$ cat src/rtl/vram_b_arbiter.sv
// Port-B arbiter for a shared 1K x 16 video RAM: video word reads compete with
// CPU byte reads and atomic byte writes (read-modify-write), with CPU starvation guard.
module vram_b_arbiter #(
    parameter int STARVE_LIMIT = 4
) (
    input  logic        clk,
    input  logic        reset,
    input  logic        vid_req,
    input  logic [9:0]  vid_addr,
    output logic        vid_ack,
    output logic        vid_rvalid,
    output logic [15:0] vid_rdata,
    input  logic        cpu_req,
    input  logic        cpu_wr,
    input  logic [10:0] cpu_addr,
    input  logic [7:0]  cpu_wdata,
    output logic        cpu_ack,
    output logic [7:0]  cpu_rdata,
    output logic        ram_en,
    output logic        ram_we,
    output logic [9:0]  ram_addr,
    output logic [15:0] ram_wdata,
    output logic [1:0]  ram_dip,
    input  logic [15:0] ram_rdata
);

    typedef enum logic [2:0] {
        S_IDLE,
        S_VRD,
        S_CRD,
        S_CWAIT,
        S_CWR
    } state_t;

    localparam logic [3:0] LIMIT = 4'(STARVE_LIMIT);

    function automatic logic [7:0] sel_byte(input logic [15:0] word, input logic hi);
        return hi ? word[15:8] : word[7:0];
    endfunction

    function automatic logic [15:0] merge_byte(input logic [15:0] word, input logic hi,
                                               input logic [7:0] b);
        return hi ? {b, word[7:0]} : {word[15:8], b};
    endfunction

    state_t      state_q, state_d;
    logic [3:0]  starve_q, starve_d;
    logic        ram_en_q, ram_en_d;
    logic        ram_we_q, ram_we_d;
    logic [9:0]  ram_addr_q, ram_addr_d;
    logic [15:0] ram_wdata_q, ram_wdata_d;
    logic        cpu_ack_q, cpu_ack_d;
    logic [7:0]  cpu_rdata_q, cpu_rdata_d;
    logic        vid_rvalid_q;

    // CPU access attributes captured at grant time
    logic        hi_q;
    logic        wr_q;
    logic [7:0]  wdata_q;
    logic        cpu_grant;

    logic        cpu_ok;
    assign cpu_ok = cpu_req && !cpu_ack_q;

    always_comb begin
        state_d     = state_q;
        starve_d    = starve_q;
        ram_en_d    = 1'b0;
        ram_we_d    = 1'b0;
        ram_addr_d  = ram_addr_q;
        ram_wdata_d = ram_wdata_q;
        cpu_ack_d   = 1'b0;
        cpu_rdata_d = cpu_rdata_q;
        cpu_grant   = 1'b0;

        case (state_q)
            S_IDLE: begin
                if (!cpu_req) begin
                    starve_d = '0;
                end
                if (cpu_ok && (starve_q == LIMIT || !vid_req)) begin
                    state_d    = S_CRD;
                    ram_en_d   = 1'b1;
                    ram_addr_d = cpu_addr[10:1];
                    starve_d   = '0;
                    cpu_grant  = 1'b1;
                end else if (vid_req) begin
                    state_d    = S_VRD;
                    ram_en_d   = 1'b1;
                    ram_addr_d = vid_addr;
                    if (cpu_req && starve_q < LIMIT) begin
                        starve_d = starve_q + 4'd1;
                    end
                end
            end
            S_VRD: begin
                state_d = S_IDLE;
            end
            S_CRD: begin
                state_d = S_CWAIT;
            end
            S_CWAIT: begin
                // ram_rdata now holds the word addressed in CRD
                cpu_ack_d = 1'b1;
                if (wr_q) begin
                    state_d     = S_CWR;
                    ram_en_d    = 1'b1;
                    ram_we_d    = 1'b1;
                    ram_wdata_d = merge_byte(ram_rdata, hi_q, wdata_q);
                end else begin
                    state_d     = S_IDLE;
                    cpu_rdata_d = sel_byte(ram_rdata, hi_q);
                end
            end
            S_CWR: begin
                state_d = S_IDLE;
            end
            default: begin
                state_d = S_IDLE;
            end
        endcase
    end

    always_ff @(posedge clk or posedge reset) begin
        if (reset) begin
            state_q      <= S_IDLE;
            starve_q     <= '0;
            ram_en_q     <= 1'b0;
            ram_we_q     <= 1'b0;
            ram_addr_q   <= '0;
            ram_wdata_q  <= '0;
            cpu_ack_q    <= 1'b0;
            cpu_rdata_q  <= '0;
            vid_rvalid_q <= 1'b0;
        end else begin
            state_q      <= state_d;
            starve_q     <= starve_d;
            ram_en_q     <= ram_en_d;
            ram_we_q     <= ram_we_d;
            ram_addr_q   <= ram_addr_d;
            ram_wdata_q  <= ram_wdata_d;
            cpu_ack_q    <= cpu_ack_d;
            cpu_rdata_q  <= cpu_rdata_d;
            vid_rvalid_q <= (state_q == S_VRD);
        end
    end

    always_ff @(posedge clk) begin
        if (cpu_grant) begin
            hi_q    <= cpu_addr[0];
            wr_q    <= cpu_wr;
            wdata_q <= cpu_wdata;
        end
    end

    assign vid_ack    = (state_q == S_VRD);
    assign vid_rvalid = vid_rvalid_q;
    assign vid_rdata  = ram_rdata;
    assign cpu_ack    = cpu_ack_q;
    assign cpu_rdata  = cpu_rdata_q;
    assign ram_en     = ram_en_q;
    assign ram_we     = ram_we_q;
    assign ram_addr   = ram_addr_q;
    assign ram_wdata  = ram_wdata_q;
    assign ram_dip    = 2'b00;

endmodule

$ cat config.mk
export PLATFORM = sky130hd
export DESIGN_NAME = vram_b_arbiter
export DESIGN_NICKNAME = d
export VERILOG_FILES = /design/src/rtl/vram_b_arbiter.sv
export SDC_FILE = /design/constraint.sdc
export NUM_CORES = 1
export LEC_CHECK = 0
export BUFFER_PORTS_ARGS = -buffer_cell sky130_fd_sc_hd__buf_2
export CAP_MARGIN = 10
export CORE_AREA = 2 2 91 93
export CTS_CLUSTER_DIAMETER = 80
export DETAILED_ROUTE_END_ITERATION = 7
export DIE_AREA = 0 0 93 95
export PLACE_DENSITY_LB_ADDON = 0.08
export SLEW_MARGIN = 20
export SYNTH_ARGS = -nofsm -noshare
export SYNTH_HDL_FRONTEND = slang
export SYNTH_SLANG_ARGS = --single-unit
$ cat constraint.sdc
create_clock -name clk -period 1.6 [get_ports clk]
set_clock_uncertainty 0.1 [all_clocks]
set_input_delay 0.32 -clock clk [delete_from_list [all_inputs] [get_ports clk]]
set_output_delay 0.32 -clock clk [all_outputs]
set_load 0.005 [all_outputs]
==> results of run 1 <==
-- where the power goes --
part,leakage (nW),switching (mW),internal [mW]
sequential,0.638,0.312,1.97
combinational,1.03,1.08,1.13
clock,0.0612,0.444,0.507
-- stage by stage --
stage,hold slack (ns),worst slack [ns],TNS [ns]
2_1_floorplan,0.3189,0.05446,0
5_1_grt,0.05782,-0.05005,-0.4410
6_report,0.08099,0.04402,0
3_5_place_dp,0.2875,-0.06115,-0.6075
4_1_cts,0.06897,0.002399,0
3_3_place_gp,0.2809,-0.008086,-0.07709
-- timing repair --
| action | 4_1_cts | 5_1_grt |
|---|---|---|
| endpoints found under the setup margin | 11 | 17 |
| cloned | 1 | 0 |
| resized for setup | 8 | 3 |
| setup buffers | 1 | 4 |
| hold buffers | 1 | 0 |
| endpoints found under the hold margin | 45 | 0 |
| pin swaps | 2 | 4 |
-- worst register-to-register path, stage by stage, from the launching register on --
cell and delay (ns):
sky130_fd_sc_hd__dfrtp_1 0.40, sky130_fd_sc_hd__inv_2 0.09, sky130_fd_sc_hd__ha_4 0.14, sky130_fd_sc_hd__nand3b_1 0.11
sky130_fd_sc_hd__a21oi_2 0.22, sky130_fd_sc_hd__and2_4 0.22
-- sequential cells by signal, indices dropped and copies added, names as in the netlist --
register / cells
ram_we: 1
vid_rvalid: 1
hi_q: 1
wdata_q: 8
ram_en: 1
state_q: 3
ram_wdata: 16
ram_addr: 10
starve_q: 4
cpu_rdata: 8
wr_q: 1
cpu_ack: 1
-- worst max-delay path by stage --
stage	from	end	cells after the start	slack (ns)
after global placement	starve_q[0]	wdata_q[3]	5	-0.008
final	starve_q[0]	wdata_q[6]	5	0.04
after global routing	starve_q[0]	wdata_q[7]	5	-0.05
after floorplan	state_q[1]	hi_q	4	0.05
after CTS	state_q[1]	vid_ack	2	0.002
after detailed placement	starve_q[0]	wdata_q[3]	5	-0.06
-- routing by layer --
metal  track usage  part of all wire  vias up
met5             0                 0        -
met4       0.04044             0.011        0
met3       0.03831             0.067        5
met2        0.2482              0.46       79
met1        0.1903              0.46      964
li1              -                 -     1061
-- cells by family (layout without fill, tap and decap cells) --
| kind of cell | Yosys count | in the layout | share of synthesized area |
|---|---|---|---|
| AOI/OAI and AO/OA | 65 | 65 | 0.1647 |
| buffers and inverters | 53 | 154 | 0.1107 |
| other | 1 | 2 | 0.001395 |
| adders and majority gates | 2 | 2 | 0.009305 |
| and+or+nand+nor | 43 | 44 | 0.09028 |
| DFF | 55 | 55 | 0.5305 |
| muxes | 25 | 25 | 0.09307 |
-- Yosys cell counts --
library cell	number	share of area
sky130_fd_sc_hd__buf_4	20	0.056
sky130_fd_sc_hd__nand2b_1	1	0.0023
sky130_fd_sc_hd__dfrtp_1	45	0.42
sky130_fd_sc_hd__and3b_1	1	0.0033
sky130_fd_sc_hd__conb_1	1	0.0014
sky130_fd_sc_hd__clkbuf_1	7	0.0098
sky130_fd_sc_hd__nor3_4	1	0.0061
sky130_fd_sc_hd__or3_4	1	0.0042
sky130_fd_sc_hd__and2_1	1	0.0023
sky130_fd_sc_hd__nand4b_2	1	0.0056
sky130_fd_sc_hd__buf_6	2	0.0084
sky130_fd_sc_hd__o22ai_1	1	0.0023
sky130_fd_sc_hd__a21oi_1	11	0.020
sky130_fd_sc_hd__or3b_1	1	0.0033
sky130_fd_sc_hd__nor2_1	10	0.014
sky130_fd_sc_hd__a21oi_2	1	0.0033
sky130_fd_sc_hd__a31oi_1	2	0.0047
sky130_fd_sc_hd__mux2i_1	25	0.093
sky130_fd_sc_hd__nor3b_1	2	0.0056
sky130_fd_sc_hd__o21a_1	3	0.0084
sky130_fd_sc_hd__o2111ai_1	20	0.065
sky130_fd_sc_hd__ha_1	2	0.0093
sky130_fd_sc_hd__and4bb_1	1	0.0047
sky130_fd_sc_hd__nand3b_1	1	0.0028
sky130_fd_sc_hd__or2_2	1	0.0023
sky130_fd_sc_hd__inv_1	17	0.024
sky130_fd_sc_hd__nor2b_1	1	0.0023
sky130_fd_sc_hd__edfxtp_1	10	0.11
sky130_fd_sc_hd__nand4_1	1	0.0023
sky130_fd_sc_hd__o21ai_0	16	0.030
sky130_fd_sc_hd__a21boi_0	1	0.0028
sky130_fd_sc_hd__buf_2	7	0.013
sky130_fd_sc_hd__o211ai_1	10	0.028
sky130_fd_sc_hd__nand4bb_1	1	0.0042
sky130_fd_sc_hd__nand2_1	18	0.025
-- cell type report --
type                       instances  area [sq um]  share of cell area
clock inverter                     2         35.03            0.009979
inverter                          17         63.81             0.01818
tap                              105         131.4             0.03742
sequential                        55          1430              0.4073
multi-input combinational        138          1007              0.2869
timing repair buffer             129         760.7              0.2167
clock buffer                       6         82.58             0.02352
==> summary by stage, run 1 <==
Worst setup path
The startpoint of the worst register-to-register path is starve_q[0]. The worst reg2reg path endpoint is wdata_q[6]. The critical path capture point type is a register.

Traced cell by cell, the critical path runs through inv_2 > ha_4 > nand3b_1 > a21oi_2 > and2_4. In this run the worst path has a maximum fanout of 5. The required time of the critical path is about 1.5 ns.

The number of cell instances on the worst register-to-register path is 5. The largest delay contributor family on the critical path is flip-flops. The slowest stage cell on the critical path is sky130_fd_sc_hd__dfrtp_1. The worst endpoint data arrival time is 1.48 ns.

The startpoint type of the worst setup path is a register. The delay contributed by the slowest stage of the critical path is 0.40 ns. In this run the register-to-register setup slack is 0.04 ns. The type of the worst setup path is register to register. Counting both buffers and inverters, the worst setup path holds a total of 1.

Timing
Derived from the worst setup path, the maximum achievable clock frequency is 642.7 MHz. The final max-slew violation count is 0. Setup repair after global routing could not meet its margin everywhere.

The final clock period utilization by the worst path is 0.9725. Subtracting the final worst setup slack from the clock period gives approximately 1.6 ns. Setup violations remaining at the end of the flow were counted as 0. The number of failing hold endpoints at the final stage is 0.

Detailed routing
The final routed wirelength across all metal layers is 6410 microns. After detailed routing, the average wire length per cell comes to about 14 microns. The residual antenna-violating net count after detailed routing is 0. The detailed-route via count is 2,109. The iteration count of the initial detailed-routing pass is 4. The DRC violations left is 0. After detailed routing, the number of vias per cell comes to 4.666. The detailed router finished its first iteration with 52 violations.

Place
After legalization and detailed placement, the total HPWL measured 4460 microns. The last weighted congestion value of the routability-driven placer is 0.6956. After detailed placement, the total cell area comes to roughly 0.0033 sq mm. During placement, the flow inserted port buffers numbering 104.

The number of placed instances, taps included, is 437.

Final layout
The total inserted antenna cells is 0. The cell area after layout is 0.003511 sq mm. The layout net count is 398.

The commonest non-fill, non-tap cell in the layout is sky130_fd_sc_hd__buf_2. Of the cells placed in the final design, the portion with a size suffix greater than 1 is 0.4380. Once layout is complete, the utilization of the core stands at 0.4429.

After filler insertion, the fill cell instance count of the layout stands at 821. Compared with the post-synthesis result, the final layout area differs by 30.57%. The top cell types in the final layout, fill and taps aside, are sky130_fd_sc_hd__buf_2 (104), sky130_fd_sc_hd__dfrtp_1 (42), sky130_fd_sc_hd__mux2i_1 (25). The final cell count without fillers is around 450.

Clocking
The level count of the clock H-tree is 2. The number of buffers on the longest clock path is 2. TritonCTS built the clock tree. For the worst-skew pair, the clock arrives at the later sink with an insertion delay of roughly 0.3 ns. Clock-pin slew was measured on the worst setup and hold paths at about 0.1 ns. The tree built by TritonCTS fans out to 55 sinks. Buffers inserted during clock tree synthesis total 5. The clock root buffer is sky130_fd_sc_hd__clkbuf_8.

Die
The boundary pin count is between 100 and 150. The overall die height is 95 microns. The horizontal die dimension is 93 microns. The die outline area is 0.008835 sq mm. The effective utilization at floorplan is 0.3392. The placeable core region is roughly 0.008 sq mm. The row count is 33.

Hold path
In this run the most critical hold path is launched from cpu_wdata[4]. The worst hold path terminates at wdata_q[4]. The kind of path behind the tightest hold check is input pin to register.

The instance count along the most critical hold path is 1.

Power and ir drop
VDD sags by at most 652.3 uV. Overall power consumption after layout is estimated at 5.438 mW. Summed over all cells, the static leakage comes to 1.727 nW.

Power spread over the standard cell area amounts to 1549 mW/mm^2.

Run
The tool flagged a number of max-cap violations equal to 0.

GRT
The via count of the first global-routing pass is 2,040. The total global routing track utilization is 0.1479. For this run the aggregate overflow at the end of global routing stands at 0. Entering global routing, the biggest net connects 46 pins.

The first global-routing pass estimated 10,120 microns of wire. The number of antenna violations at the first check in global routing came to 0.

Yosys
Counting flops and latches in the post-synthesis netlist gives 55. Summing every instance area after synthesis gives 0.002689 sq mm. The count of different cell masters after synthesis is 35. The total of warnings raised by yosys is 0. The post-synthesis area per instance is around 11 sq um.

The part of the Yosys area used for sequential elements is 0.5305. The cell count after synthesis is ~240.

Run status
The flow ran to the end, and the final reports show no timing, DRC or antenna violations.
No activity file was read; power rests on OpenSTA's default activity.
==> inputs of run 2 (changes only) <==
--- a/config.mk
+++ b/config.mk
@@ -7,10 +7,10 @@
 export LEC_CHECK = 0
 export BUFFER_PORTS_ARGS = -buffer_cell sky130_fd_sc_hd__buf_2
 export CAP_MARGIN = 10
-export CORE_AREA = 2 2 91 93
+export CORE_AREA = 2 2 82 84
 export CTS_CLUSTER_DIAMETER = 80
 export DETAILED_ROUTE_END_ITERATION = 7
-export DIE_AREA = 0 0 93 95
+export DIE_AREA = 0 0 84 86
 export PLACE_DENSITY_LB_ADDON = 0.08
 export SLEW_MARGIN = 20
 export SYNTH_ARGS = -nofsm -noshare
==> run 2 against run 1 <==
Global-route usage up 2.1 points. Combinational power up 7%. Cell area down 1.0%. Clock power down 24%. Register-to-register slack about the same. First-iteration DRC count up 42%. Critical path depth down 3. Sequential power about the same. Count of clock-buffer cells in the layout unchanged. Critical endpoint is now vid_ack. Largest power group is now combinational cells.
==> summary by stage, run 2 (synthesis results as in run 1) <==
Timing
The final max-slew violation count is 0 (unchanged). The final sum of negative setup slack is 0 ns (unchanged). The worst slack on hold paths is 0.09657 ns (+0.01559 ns). The number of setup violations in the final report is 0 (unchanged). The achievable frequency is 636.8 MHz (-0.92%). The minimum setup slack in the final design came to 0.02953 ns (-0.01449 ns). The number of failing hold endpoints at the final stage is 0 (unchanged). Setup repair after global routing could not meet its margin everywhere. The final clock period utilization by the worst path is 0.9815 (+0.009055). The shortest period the worst path allows was 1.570 ns (+0.01449 ns).

Worst setup path
STA classifies the critical path startpoint as a register. The worst endpoint data arrival time came to 1.15 ns (-0.33 ns). The peak fanout along the critical path came to 7 (+2).

The type of the worst setup path is register to output port. The required time of the critical path is 1.18 ns (-0.34 ns). STA classifies the critical path endpoint as an output port.

Power and ir drop
The internal portion of total power came to 3.519 mW (-2.4%). The sequential fraction of design power is 0.423 (+0.003). The share of power burned in the clock network is 0.135 (-0.040). The worst voltage drop across the vdd grid came to 837.5 uV (+28%).

The switching power is 1.826 mW (-0.37%). The switching share of total power is 0.3417 (+0.004571). The reported leakage power is 1.720 nW (-0.40%). The part of the total power dissipated in combinational logic is 0.442 (+0.037).

The power per standard cell area is 1538 mW/mm^2 (-0.71%).

Clocking
The total clock buffers created by CTS came to 5 (unchanged). The clock root buffer is sky130_fd_sc_hd__clkbuf_8. The clock insertion delay at the later pin of the skew report is 0.29 ns (about the same). The level count of the clock H-tree came to 2 (unchanged).

The number of sinks driven by the clock tree is 55 (unchanged). TritonCTS built the clock tree. The number of buffers on the longest clock path is 2 (unchanged). The post-CTS clock slew at the launch and capture registers of the worst setup and hold paths was 0.09 ns (about the same).

Final layout
From synthesis to final layout, the design area changed by 29.27%. The cell area after layout is 0.003476 sq mm (-1.0%). The number of flip-flops in the largest register was 16 (unchanged). The commonest non-fill, non-tap cell in the layout is sky130_fd_sc_hd__buf_2. The layout net count is 398 (unchanged). Leaving out fill and tap cells, the most frequent cells in the layout are sky130_fd_sc_hd__buf_2 (104), sky130_fd_sc_hd__dfrtp_1 (43), sky130_fd_sc_hd__mux2i_1 (25). The fraction of layout cells with a size suffix above 1 was 0.4294 (-0.008646). The total inserted antenna cells is 0 (unchanged).

The final core area utilization was 0.5537 (+0.1109).

Detailed routing
The routed wirelength normalized by instance count was 14.33 microns (+1.0%). The final routed wirelength across all metal layers was 6076 microns (-5.2%). The DRC violation total after the first TritonRoute iteration was 74 (+42%). The ratio of routed vias to standard cells is 4.908 (+5.2%). The residual antenna-violating net count after detailed routing is 0 (unchanged). The DRC violations left was 0 (unchanged).

The iteration count of the initial detailed-routing pass is 4 (unchanged). The detailed-route via count is 2,081 (-1.3%).

Place
The count of input and output buffers was 104 (unchanged). The last weighted congestion value of the routability-driven placer is 0.7122 (+2.4%). The sum of net half-perimeters after detailed placement is 4395 microns (-1.5%).

The total cell area at the placement stage was 0.003268 sq mm (-1.1%). The post-place setup slack is -0.03730 ns (+0.02385 ns).

Hold path
The kind of path behind the tightest hold check is input pin to register.

GRT
The global route total overflow is 0 (unchanged). The wire length of the first global-routing pass is 9818 microns (-3.0%). The via count of the first global-routing pass is 2,029 (-0.54%).

The total global routing track utilization is 0.1692 (+0.02123). The pin count of the biggest net entering global routing is 46 (unchanged). The number of antenna violations at the first check in global routing is 0 (unchanged).

Die
The horizontal die dimension is 84 microns (-9.7%). The overall die height is 86 microns (-9.5%). The row count came to 29 (-12%). The die outline area is 0.007224 sq mm (-18%). The boundary pin count came to 107 (unchanged). The placeable core region was 0.006277 sq mm (-21%). The effective utilization at floorplan is 0.4283 (+0.08917).

Run
The number of maximum-capacitance constraint violations came to 0 (unchanged).

Run status
The flow ran to the end, and the final reports show no timing, DRC or antenna violations.
==> run 2: cell types whose count changed in the layout (fill, tap and decap cells not counted), sizes merged <==
cell	before	now
buf	128	127
clkbuf	6	7
bufinv	1	0
clkinv	1	2
==> run 2: worst paths after layout <==
check / from / endpoint / slack (ns) / cells past startpoint
hold reg to reg: ram_wdata[5] / ram_wdata[5] / 0.38 / 2
max in group asynchronous: reset / state_q[1] / 0.68 / 4
min in group asynchronous: reset / cpu_rdata[0] / 0.50 / 4
hold / removal: cpu_wdata[1] / wdata_q[1] / 0.1 / 1
setup reg to reg: state_q[0] / wr_q / 0.04 / 5
setup / recovery: state_q[2] / vid_ack / 0.03 / 2
==> run 2: through the flow <==
stage,cells,power [mW]
floorplan,245,3.438
global placement,407,4.351
detailed placement,407,4.389
CTS,417,5.145
global route,424,5.789
finish,424,5.346
==> run 2: what timing repair did <==
item,4_1_cts,5_1_grt
resized for setup,5,7
cloned,1,1
pin swaps,2,5
hold buffers,1,0
endpoints found under the setup margin,12,23
buffers inserted,0,6
endpoints found under the hold margin,45,0
==> run 2: cell type report <==
| cell class | count | area (sq um) |
|---|---|---|
| fill | 573 | 2801 |
| sequential | 55 | 1429 |
| multi-input combinational | 138 | 1016 |
| timing repair buffer | 129 | 790.8 |
| tap | 77 | 96.34 |
| clock buffer | 6 | 72.57 |
| inverter | 17 | 63.81 |
| clock inverter | 2 | 7.507 |
==> run 2: layer usage <==
layer | global-route usage | up-vias | wire [microns]
met5 | 0 | - | 0
met4 | 0.04106 | 0 | 29
met3 | 0.04524 | 2 | 353
met2 | 0.2800 | 68 | 2882
met1 | 0.2232 | 949 | 2810
li1 | - | 1062 | -
==> run 2: worst max-delay path, stage by stage, from the launching register on <==
cell	delay, ns
sky130_fd_sc_hd__dfrtp_2	0.48
sky130_fd_sc_hd__nor3b_4	0.23
sky130_fd_sc_hd__buf_2	0.14
==> run 2: power groups by stage <==
stage               logic (mW)  registers (mW)  clock network (mW)
floorplan                 1.13            2.31                   0
CTS                       2.14            2.26               0.747
finish                    2.36            2.26               0.720
detailed placement        2.11            2.28                   0
global route              2.65            2.34               0.806
global placement          2.08            2.27                   0
==> inputs of run 3 (changes only) <==
--- a/config.mk
+++ b/config.mk
@@ -7,11 +7,12 @@
 export LEC_CHECK = 0
 export BUFFER_PORTS_ARGS = -buffer_cell sky130_fd_sc_hd__buf_2
 export CAP_MARGIN = 10
-export CORE_AREA = 2 2 82 84
+export CORE_AREA = 5 5 85 87
 export CTS_CLUSTER_DIAMETER = 80
 export DETAILED_ROUTE_END_ITERATION = 7
-export DIE_AREA = 0 0 84 86
+export DIE_AREA = 0 0 90 92
 export PLACE_DENSITY_LB_ADDON = 0.08
+export REMOVE_ABC_BUFFERS = 1
 export SLEW_MARGIN = 20
 export SYNTH_ARGS = -nofsm -noshare
 export SYNTH_HDL_FRONTEND = slang
==> run 3 against run 2 <==
Cell area increased by 0.40%. Setup slack got worse by 0.0033 ns. Sequential power is essentially flat. Non-clock buffer count up 4. Die area up 15%. First-iteration DRC count rose by 5.4%. Total power is 2.1% higher. Final cell count rose by 0.71%. Critical path type unchanged. Largest cell class unchanged.
==> summary by stage, run 3 (synthesis results as in run 1) <==
Run status
The run finished with clean final reports.

Detailed routing
The ratio of routed vias to standard cells is 5.044 (+2.8%). The DRC violations left is 0 (unchanged). The iteration count of the initial detailed-routing pass was 4 (unchanged).

The residual antenna-violating net count after detailed routing is 0 (unchanged). The DRC violation total after the first TritonRoute iteration is 78 (+5.4%). The final routed wirelength across all metal layers was 6367 microns (+4.8%).

The detailed-route via count is 2,154 (+3.5%). The routed wirelength normalized by instance count was 14.91 microns (+4.1%).

Final layout
The cell area after layout is 0.003490 sq mm (+0.40%). The area growth from synthesis to layout is 29.78%. The fraction of layout cells with a size suffix above 1 is 0.4457 (+0.01632). The commonest non-fill, non-tap cell in the layout is sky130_fd_sc_hd__buf_2. The number of flip-flops in the largest register was 16 (unchanged).

The layout net count is 401 (+0.75%). The total inserted antenna cells came to 0 (unchanged). In the layout the commonest cells are sky130_fd_sc_hd__buf_2 (104), sky130_fd_sc_hd__dfrtp_1 (42), sky130_fd_sc_hd__mux2i_1 (25).

The final core area utilization came to 0.5559 (+0.002193).

Clocking
The number of buffers on the longest clock path is 2 (unchanged). The TritonCTS clock tree is built. The number of sinks driven by the clock tree was 55 (unchanged). The clock root buffer is sky130_fd_sc_hd__clkbuf_8.

The clock insertion delay at the later pin of the skew report is 0.31 ns (+0.02 ns). The post-CTS clock slew at the launch and capture registers of the worst setup and hold paths came to 0.10 ns (about the same). The total clock buffers created by CTS is 5 (unchanged). The level count of the clock H-tree came to 2 (unchanged).

Timing
The achievable frequency is 635.4 MHz (-0.21%). The final clock period utilization by the worst path came to 0.9836 (+0.002070). Setup repair after global routing could not meet its margin everywhere. The final sum of negative setup slack was 0 ns (unchanged). The final max-slew violation count was 0 (unchanged). The number of failing hold endpoints at the final stage is 0 (unchanged). The number of setup violations in the final report is 0 (unchanged). The shortest period the worst path allows is 1.574 ns (+0.003312 ns).

Power and ir drop
The share of power burned in the clock network is 0.177 (+0.042). The switching share of total power is 0.3367 (-0.004920). The part of the total power dissipated in combinational logic came to 0.407 (-0.035). The internal portion of total power is 3.620 mW (+2.9%). The worst voltage drop across the vdd grid is 834.1 uV (-0.40%). The sequential fraction of design power came to 0.416 (-0.007). The switching power is 1.838 mW (+0.63%). The reported leakage power is 1.744 nW (+1.4%). The power per standard cell area was 1564 mW/mm^2 (+1.7%).

Worst setup path
The startpoint type of the worst setup path is a register. The delay contributed by the slowest stage of the critical path was 0.47 ns (about the same). The number of buffer and inverter stages on the critical path is 1 (unchanged). The worst endpoint data arrival time came to 1.15 ns (about the same). The critical path goes through nor3b_4 > buf_2. The peak fanout along the critical path is 6 (-1). The critical path capture point type is an output port. The required time of the critical path was 1.18 ns (about the same). Broken down by cell family, the worst path's largest delay share belongs to flip-flops.

The type of the worst setup path is register to output port. For this design, the slowest cell found on the critical path is sky130_fd_sc_hd__dfrtp_2.

Place
The count of input and output buffers is 104 (unchanged). The sum of net half-perimeters after detailed placement came to 4645 microns (+5.7%). The total cell area at the placement stage is 0.003268 sq mm (unchanged). The last weighted congestion value of the routability-driven placer was 0.7875 (+11%).

Die
The row count came to 29 (unchanged). The effective utilization at floorplan is 0.4283 (unchanged). The overall die height is 92 microns (+7.0%).

The horizontal die dimension is 90 microns (+7.1%). The die outline area was 0.008280 sq mm (+15%). The placeable core region was 0.006277 sq mm (unchanged). The boundary pin count is 107 (unchanged).

Hold path
The path class of the tightest hold or removal check is input pin to register.

GRT
The total global routing track utilization was 0.1497 (-0.01946). The global route total overflow is 0 (unchanged). The wire length of the first global-routing pass is 10,340 microns (+5.3%). The number of antenna violations at the first check in global routing is 0 (unchanged). The pin count of the biggest net entering global routing is 46 (unchanged).

The via count of the first global-routing pass came to 2,127 (+4.8%).

Run
The number of maximum-capacitance constraint violations is 0 (unchanged).
[run 3: stage by stage]
stage / worst slack [ns] / instances / hold WS, ns / power, mW
after CTS: -0.02784 / 421 / 0.07182 / 5.388
after global placement: -0.02664 / 409 / 0.2731 / 4.319
after floorplan: -0.2565 / 209 / 0.3189 / 3.277
after detailed placement: -0.1018 / 409 / 0.2773 / 4.359
after global routing: -0.02824 / 427 / 0.06504 / 5.892
final: 0.02622 / 427 / 0.08040 / 5.458
[run 3: final timing paths]
| check | from | end | slack, ns | cells after the start |
|---|---|---|---|---|
| hold / removal | cpu_wdata[5] | wdata_q[5] | 0.08 | 1 |
| hold reg to reg | ram_wdata[9] | ram_wdata[9] | 0.38 | 2 |
| setup reg to reg | starve_q[0] | wr_q | 0.04 | 5 |
| max in group asynchronous | reset | state_q[2] | 0.68 | 4 |
| setup / recovery | state_q[1] | vid_ack | 0.03 | 2 |
| min in group asynchronous | reset | ram_addr[3] | 0.48 | 4 |
[run 3: routing by layer]
layer	share of wire	global-route usage	vias up
met5	0	0	-
met4	0.016	0.04839	0
met3	0.070	0.03764	10
met2	0.48	0.2476	77
met1	0.43	0.1930	1000
li1	-	-	1067
[run 3: power groups by stage]
| stage | clock, mW | sequential [mW] | combinational (mW) |
|---|---|---|---|
| final | 0.964 | 2.27 | 2.22 |
| after global routing | 1.06 | 2.35 | 2.48 |
| after CTS | 0.991 | 2.30 | 2.10 |
| after detailed placement | 0 | 2.31 | 2.04 |
| after global placement | 0 | 2.31 | 2.01 |
| after floorplan | 0 | 2.36 | 0.921 |
[run 3: repair_timing]
action	4_1_cts	5_1_grt
gates resized for setup	9	4
setup endpoints to repair	12	11
hold buffers	1	0
endpoints found under the hold margin	45	0
pin swaps	1	3
setup buffers	3	7
[run 3: layout make-up]
class                           count  area (sq um)
Clock buffer                        6         82.58
Clock inverter                      2         35.03
Fill cell                         581          2788
Inverter                           17         63.81
Multi-Input combinational cell    137         999.7
Sequential cell                    55          1430
Tap cell                           77         96.34
Timing Repair Buffer              133         782.0
